## src/rtl/alu_pkg.sv

```systemverilog
// Shared definitions for the ALU sequencer and its condition evaluator:
// op codes, flag/status bit positions, condition codes and FSM states.
package alu_pkg;

    localparam logic [2:0] OP_ADD  = 3'b000;
    localparam logic [2:0] OP_ADD1 = 3'b001;
    localparam logic [2:0] OP_SUB  = 3'b010;
    localparam logic [2:0] OP_ADD3 = 3'b011;
    localparam logic [2:0] OP_MUL  = 3'b100;
    localparam logic [2:0] OP_AND  = 3'b101;
    localparam logic [2:0] OP_SLL  = 3'b110;
    localparam logic [2:0] OP_MOV  = 3'b111;

    localparam int F_Z = 3;
    localparam int F_N = 2;
    localparam int F_V = 1;
    localparam int F_C = 0;

    localparam int STAT_HI = 15;
    localparam int STAT_LO = 12;

    localparam logic [2:0] COND_AL = 3'b000;
    localparam logic [2:0] COND_EQ = 3'b001;
    localparam logic [2:0] COND_NE = 3'b010;
    localparam logic [2:0] COND_LT = 3'b011;
    localparam logic [2:0] COND_GE = 3'b100;
    localparam logic [2:0] COND_CS = 3'b101;
    localparam logic [2:0] COND_VS = 3'b110;
    localparam logic [2:0] COND_NV = 3'b111;

    typedef enum logic [1:0] {
        IDLE = 2'd0,
        EXEC = 2'd1,
        WB   = 2'd2
    } state_t;

endpackage

```

## src/rtl/alu_sequencer_cond_eval.sv

```systemverilog
// Branch condition evaluation from a committed {Z,N,V,C} flag vector.
module alu_cond_eval
    import alu_pkg::*;
(
    input  logic [3:0] flags,
    input  logic [2:0] cond_sel,
    output logic       cond_true
);

    always_comb begin
        cond_true = 1'b0;
        unique case (cond_sel)
            COND_AL: cond_true = 1'b1;
            COND_EQ: cond_true = flags[F_Z];
            COND_NE: cond_true = !flags[F_Z];
            COND_LT: cond_true = flags[F_N] ^ flags[F_V];
            COND_GE: cond_true = !(flags[F_N] ^ flags[F_V]);
            COND_CS: cond_true = flags[F_C];
            COND_VS: cond_true = flags[F_V];
            COND_NV: cond_true = 1'b0;
            default: cond_true = 1'b0;
        endcase
    end

endmodule

```

## src/rtl/alu_sequencer.sv

```systemverilog
// Initiator side of the 16-bit ALU: issues one op at a time, waits the
// settle time, returns the result and commits architectural flags.
module alu_sequencer
    import alu_pkg::*;
#(
    parameter int WIDTH    = 16,
    parameter int MUL_WAIT = 2,
    parameter int DST_W    = 3
) (
    input  logic             clk,
    input  logic             rst,
    input  logic             cmd_valid,
    output logic             cmd_ready,
    input  logic [2:0]       cmd_op,
    input  logic [WIDTH-1:0] cmd_a,
    input  logic [WIDTH-1:0] cmd_b,
    input  logic [DST_W-1:0] cmd_dst,
    input  logic             cmd_setflags,
    output logic [WIDTH-1:0] alu_data1,
    output logic [WIDTH-1:0] alu_data2,
    output logic [2:0]       alu_ctrl,
    input  logic [WIDTH-1:0] alu_result,
    input  logic [15:0]      alu_status,
    output logic             wb_valid,
    input  logic             wb_ready,
    output logic [WIDTH-1:0] wb_data,
    output logic [DST_W-1:0] wb_dst,
    output logic [3:0]       flags,
    input  logic [2:0]       cond_sel,
    output logic             cond_true,
    output logic             busy
);

    state_t     state;
    logic [2:0] cnt;
    logic       setflags;
    logic [3:0] pending;

    always_ff @(posedge clk) begin
        if (rst) begin
            state     <= IDLE;
            cnt       <= '0;
            setflags  <= 1'b0;
            pending   <= '0;
            cmd_ready <= 1'b1;
            busy      <= 1'b0;
            alu_data1 <= '0;
            alu_data2 <= '0;
            alu_ctrl  <= '0;
            wb_valid  <= 1'b0;
            wb_data   <= '0;
            wb_dst    <= '0;
            flags     <= '0;
        end else begin
            unique case (state)
                IDLE: begin
                    if (cmd_valid && cmd_ready) begin
                        alu_data1 <= cmd_a;
                        alu_data2 <= cmd_b;
                        alu_ctrl  <= cmd_op;
                        wb_dst    <= cmd_dst;
                        setflags  <= cmd_setflags;
                        cnt       <= (cmd_op == OP_MUL) ? 3'(MUL_WAIT) : 3'd0;
                        cmd_ready <= 1'b0;
                        busy      <= 1'b1;
                        state     <= EXEC;
                    end
                end
                EXEC: begin
                    if (cnt != 3'd0) begin
                        cnt <= cnt - 3'd1;
                    end else begin
                        // Z/N come from the result itself; only V/C trust the ALU.
                        wb_data      <= alu_result;
                        pending[F_Z] <= (alu_result == '0);
                        pending[F_N] <= alu_result[WIDTH-1];
                        pending[F_V] <= alu_status[STAT_LO+1];
                        pending[F_C] <= alu_status[STAT_LO];
                        wb_valid     <= 1'b1;
                        state        <= WB;
                    end
                end
                WB: begin
                    if (wb_ready) begin
                        if (setflags) flags <= pending;
                        wb_valid  <= 1'b0;
                        cmd_ready <= 1'b1;
                        busy      <= 1'b0;
                        state     <= IDLE;
                    end
                end
                default: state <= IDLE;
            endcase
        end
    end

    alu_cond_eval u_cond (
        .flags    (flags),
        .cond_sel (cond_sel),
        .cond_true(cond_true)
    );

endmodule

```

## config.mk

```make
export PLATFORM = sky130hd
export DESIGN_NAME = alu_sequencer
export DESIGN_NICKNAME = d
export VERILOG_FILES = /design/src/rtl/alu_pkg.sv /design/src/rtl/alu_sequencer_cond_eval.sv /design/src/rtl/alu_sequencer.sv
export SDC_FILE = /design/constraint.sdc
export NUM_CORES = 1
export LEC_CHECK = 0
export BUFFER_PORTS_ARGS = -buffer_cell sky130_fd_sc_hd__buf_2
export CORE_ASPECT_RATIO = 0.7
export CORE_MARGIN = 2
export CORE_UTILIZATION = 49
export CTS_CLUSTER_DIAMETER = 100
export CTS_CLUSTER_SIZE = 24
export DETAILED_ROUTE_END_ITERATION = 12
export GPL_TIMING_DRIVEN = 0
export HOLD_SLACK_MARGIN = 0.06
export MAX_ROUTING_LAYER = met4
export PLACE_DENSITY = 0.83
export SETUP_SLACK_MARGIN = 0.2
export SLEW_MARGIN = 20
export SYNTH_ARGS = -nofsm -noshare
export SYNTH_HDL_FRONTEND = slang
export SYNTH_HIERARCHICAL = 1
export SYNTH_SLANG_ARGS = --single-unit
export TNS_END_PERCENT = 20
```

## constraint.sdc

```tcl
create_clock -name clk -period 2.85 [get_ports clk]
set_input_delay 0.1425 -clock clk [delete_from_list [all_inputs] [get_ports clk]]
set_output_delay 0.1425 -clock clk [all_outputs]
set_load 0.01 [all_outputs]
```

Yosys cells after proc, flatten, opt, wreduce, memory -nomap -nowiden. Index checks and enable logic that the tools add are counted. W data, S select, Z words.

Memories: 0. Bits in read-only memories: 0. Memory bits (writable): 0. Latch bits: 0. Bits of input ports: 78. Word-level logic and storage cells: 64. Output and inout bits: 62. Bits in registers: 71.

Muxes and demuxes: 17. $lt $le $gt $ge: 0. Bitwise gates (word level): 2. Eq/ne operators: 14. Reductions and logical operators: 17. $add $sub $neg: 1. Shift operators: 0. Multiply operators: 0. Div/mod/pow operators: 0.

Operators with widths (number): $logic_not A16 Y1 (1); $eq A3 B3 Y1 const B (5); $reduce_and A3 Y1 (5); $mux W2 (4); $ne A2 B2 Y1 const B (4); $pmux W1 S8 (1); $eq A3 B2 Y1 const B (2); $mux W3 (2); $pmux W1 S2 (3); $pmux W2 S3 (1); $pmux W3 S2 (1); $reduce_bool A2 Y1 (3); $mux W1 (5); $reduce_and A2 Y1 (2); $eq A3 B1 Y1 const B (1); $logic_not A3 Y1 (1); $reduce_bool A3 Y1 (1); $sub A3 B1 Y3 const B (1); $eq A2 B1 Y1 const B (1); $eq A2 B2 Y1 const B (1); $logic_not A1 Y1 (2); $logic_not A2 Y1 (1); $logic_and A1 B1 Y1 (1); $not A1 Y1 (1); $xor A1 B1 Y1 (1).

Longest topological paths before layout.
Word-level depth: 4. Gate-level depth with buffers: 6.

Modules after synthesis. The synthesis kept the hierarchy.

By module, submodules not included: alu_sequencer (instances 1, cells an instance 323, seq. area each 1401.3 um^2, area each 2703.8 um^2); alu_cond_eval (instances 1, cells an instance 9, seq. area each 0.0 um^2, area each 61.3 um^2).

Worst setup path after synthesis. Ideal clock, no wire load.

Path type: flip-flop to flip-flop. Start point: register cnt[0]. End point: register wb_valid. Stages on the path, launching flop included: 7. Slack: 1.609 ns. Required time: 2.722 ns. Arrival time: 1.114 ns. Cells stage by stage: dfxtp_1 inv_1 ha_1 and4bb_2 buf_2 a21oi_1 nor2_1.

Longest elaborated chain between the ends: 3.

RTL lines: from (decl) (line alu_sequencer.sv:35) `logic [2:0] cnt;`; from (signal assigned) (line alu_sequencer.sv:63) `cnt <= (cmd_op == OP_MUL) ? 3'(MUL_WAIT) : 3'd0;`; from (signal assigned) (line alu_sequencer.sv:71) `cnt <= cnt - 3'd1;`; $reduce_bool A3 Y1 (line alu_sequencer.sv:70) `if (cnt != 3'd0) begin`; $ne A2 B2 Y1 (no line); $reduce_and A3 Y1 (no line); to (signal assigned) (line alu_sequencer.sv:50) `wb_valid <= 1'b0;`; to (signal assigned) (line alu_sequencer.sv:79) `wb_valid <= 1'b1;`; to (signal assigned) (line alu_sequencer.sv:86) `wb_valid <= 1'b0;`; to (decl) (line alu_sequencer.sv:24) `output logic wb_valid,`.

Every way passes these cells. A chain may end at the register's enable or synchronous reset.

Worst setup path in the final report.
Start point: register cnt[0]. End point: register wb_data[0].

Longest elaborated chain between the ends: 3.

RTL lines: $reduce_bool A3 Y1 (line alu_sequencer.sv:70); $not A1 Y1 (no line); $reduce_and A2 Y1 (no line); to (signal assigned) (line alu_sequencer.sv:74) `wb_data <= alu_result;`; to (decl) (line alu_sequencer.sv:26) `output logic [WIDTH-1:0] wb_data,`.

Every way passes these cells.

==> impl_metrics.json <==
{
  "synth_common_cells": "115 x nand2_1, 70 x dfxtp_1, 55 x a21oi_1",
  "max-vdd-ir-drop_uv": 398,
  "rows": 22,
  "fmax_mhz": 656,
  "period_needed_ns": 1.52,
  "cp-start-kind": "register",
  "synth_top_family_by_area": "simple AND/OR/NAND/NOR gates",
  "io_pins": 140,
  "yosys_warnings": 6,
  "slowest_delay_ns": 0.38,
  "dr.pass1.iters": 4,
  "clock_path_buffers": 2,
  "synthMuxAreaShare_pct": 1.45,
  "required_ns": 3.11,
  "dieHeight_um": 66.9,
  "cp.arrival_ns": 1.78,
  "synth_area_um2": 2770,
  "cts_resized": 0,
  "numCtsBuffers": 9,
  "synth_async_sr_flop_share_pct": 0,
  "postSynthAreaPerCell_um2": 8.33,
  "synth_compound_area_share_pct": 16.2,
  "syn2layout_area_growth_pct": 52.9,
  "wirelength_um": 8100,
  "grt_usage_pct": 27.1,
  "setup_viol": 0,
  "hpwl_um": 5160,
  "dieArea_um2": 6270,
  "critPathSlowestCell": "clkbuf_1",
  "drt_iter0_markers": 121,
  "viasPerCell": 4.95,
  "setup_tns_ns": 0,
  "antenna_found_initial": 0,
  "nNetsFinal": 600,
  "max_slew_margin_pct": 65.9,
  "synth.distinct_cells": 38,
  "crit_chain": "inv_1 -> ha_1 -> nand4bb_1 -> clkbuf_1 -> nand2_1 -> a21oi_1",
  "skew_ns": 0.00775,
  "drc": 0,
  "synth_seq_cells": 70,
  "htreeDepth": 3,
  "timing.final.crit_share_pct": 53.5,
  "grt.overflow.total": 0,
  "ys.flop_type": "dfxtp_1",
  "synth_area_leaders": "dfxtp_1 51%, nand2_1 16%, a21oi_1 10%, a21oi_2 2.5%, buf_8 2.2%",
  "routabilityCongestion": 0.847,
  "drtAntennaViolNets": 0,
  "hold_class": "primary input to register",
  "synthXorXnorAreaFrac_pct": 0.317,
  "totalPowerFinal_mw": 2.50,
  "antennaDiodeCount": 0,
  "syn-num-nets": 412,
  "ctsHoldBuffers": 52,
  "ff2ff_path_depth": 6,
  "cp-end-kind": "register",
  "status": "finished, final reports clean",
  "vias": 2952,
  "rsz0062_at_grt": "no",
  "synth_edf_count": 0,
  "yosysTopAreaCell": "dfxtp_1",
  "synth_simple_gate_area_share_pct": 23.6,
  "layout-drive-gt1-share_pct": 31.3,
  "worst_pin_slew_ns": 0.512,
  "wl_per_cell_um": 13.6,
  "cp_max_fo": 10,
  "start_util_pct": 51.8,
  "cts_tree": "done",
  "yosysSeqAreaShare_pct": 50.7,
  "post_cts_buffers": 0,
  "die_w_um": 93.8,
  "cellPowerDensity_nw_per_um2": 592,
  "grt_pass1_vias": 2846,
  "grt_max_degree": 12,
  "root_buffer": "clkbuf_8",
  "min_path_cells": 3,
  "drv_cap": 0,
  "power.leakage_nw": 1.93,
  "synthAdderAreaFrac_pct": 0.905,
  "clkTransAtPathRegs_ns": 0.07,
  "maxSlewViolCount": 0,
  "hold_viol": 0,
  "syn_inst": 332,
  "synth_top_area_share_pct": 50.7,
  "critPathTopFamily": "buffers and inverters",
  "path_depth": 6,
  "core-area_um2": 5340,
  "crit_type": "register to register",
  "grt_pass1_wl_um": 12800,
  "clock-sinks": 70,
  "synth_most_common_cell": "nand2_1",
  "clk_latency_ns": 0.34,
  "crit_buf_inv": 2,
  "portBuffers": 124
}
-- path summary, 6_finish.rpt --
kind	start	end	slack, ns
worst max-delay path	cnt[0]	wb_data[0]	1.33
worst min-delay path	alu_result[5]	wb_data[5]	0.07
worst max register to register	cnt[0]	wb_data[0]	1.33
worst min register to register	alu_data2[8]	alu_data2[8]	0.46
-- cells in the final DEF (no fill, tap or decap), types with 4 or more instances in the layout --
cell type and count:
dlygate4sd3_1 53, buf_8 4, mux2i_1 4, nand2_1 115
a21oi_1 55, nor2_1 9, nand3_1 4, buf_2 130
a21oi_2 8, dfxtp_1 70, inv_1 6, clkbuf_8 11
clkbuf_1 9
-- logic make-up after synthesis --
logic type,Yosys count
AO/OA/AOI/OAI,76
XOR/XNOR,1
adder cells (fa/ha/maj),2
buffers and inverters,31
flip-flops,70
multiplexers,4
AND/OR/NAND/NOR,148
-- area by class of cell --
| cell class | count | area, um2 |
|---|---|---|
| sequential | 70 | 1400 |
| clock buffer | 11 | 151 |
| multi-input combinational | 231 | 1170 |
| clock inverter | 4 | 70.1 |
| buffer | 25 | 169 |
| fill | 398 | 1110 |
| inverter | 6 | 22.5 |
| tap | 72 | 90.1 |
| timing repair buffer | 177 | 1150 |
-- power breakdown --
part / switching (mW) / total [mW] / internal, mW
combinational: 0.276 / 0.522 / 0.246
clock: 0.351 / 0.883 / 0.533
sequential: 0.0422 / 1.10 / 1.06
total: 0.669 / 2.50 / 1.84
-- flip-flops by register name, indices dropped and copies added, names as in the netlist --
signal,flops
state,2
alu_data1,16
pending,4
wb_dst,3
cmd_ready,1
alu_ctrl,3
wb_data,15
alu_data2,16
setflags,1
wb_valid,1
cnt,3
flags,4
busy,1
-- worst reg2reg max path, delay by kind of cell (launching register included) --
family	cells	cell delay (ns)
flip-flops	1	0.34
AO/OA/AOI/OAI	1	0.19
buffers and inverters	2	0.45
AND/OR/NAND/NOR	2	0.25
adder cells (fa/ha/maj)	1	0.23
-- metal layers --
| metal | wire (um) | track usage, % | up-vias |
|---|---|---|---|
| li1 | - | - | 1471 |
| met1 | 3360 | 30.0 | 1353 |
| met2 | 4000 | 48.0 | 116 |
| met4 | 100 | 6.16 | 0 |
| met5 | 0 | - | - |
| met3 | 638 | 9.16 | 12 |
-- metrics by stage --
step	area (um2)	util (%)	hold WS (ns)	setup WS (ns)	std cells
CTS	4220	79.0	0.0602	1.32	595
global placement	3480	65.1	0.383	1.41	528
detailed placement	3480	65.1	0.388	1.38	528
finish	4230	79.2	0.0670	1.33	596
global route	4230	79.2	0.0668	1.16	596
floorplan	2770	-	0.278	1.61	332
(Power assumes the default switching activity.)
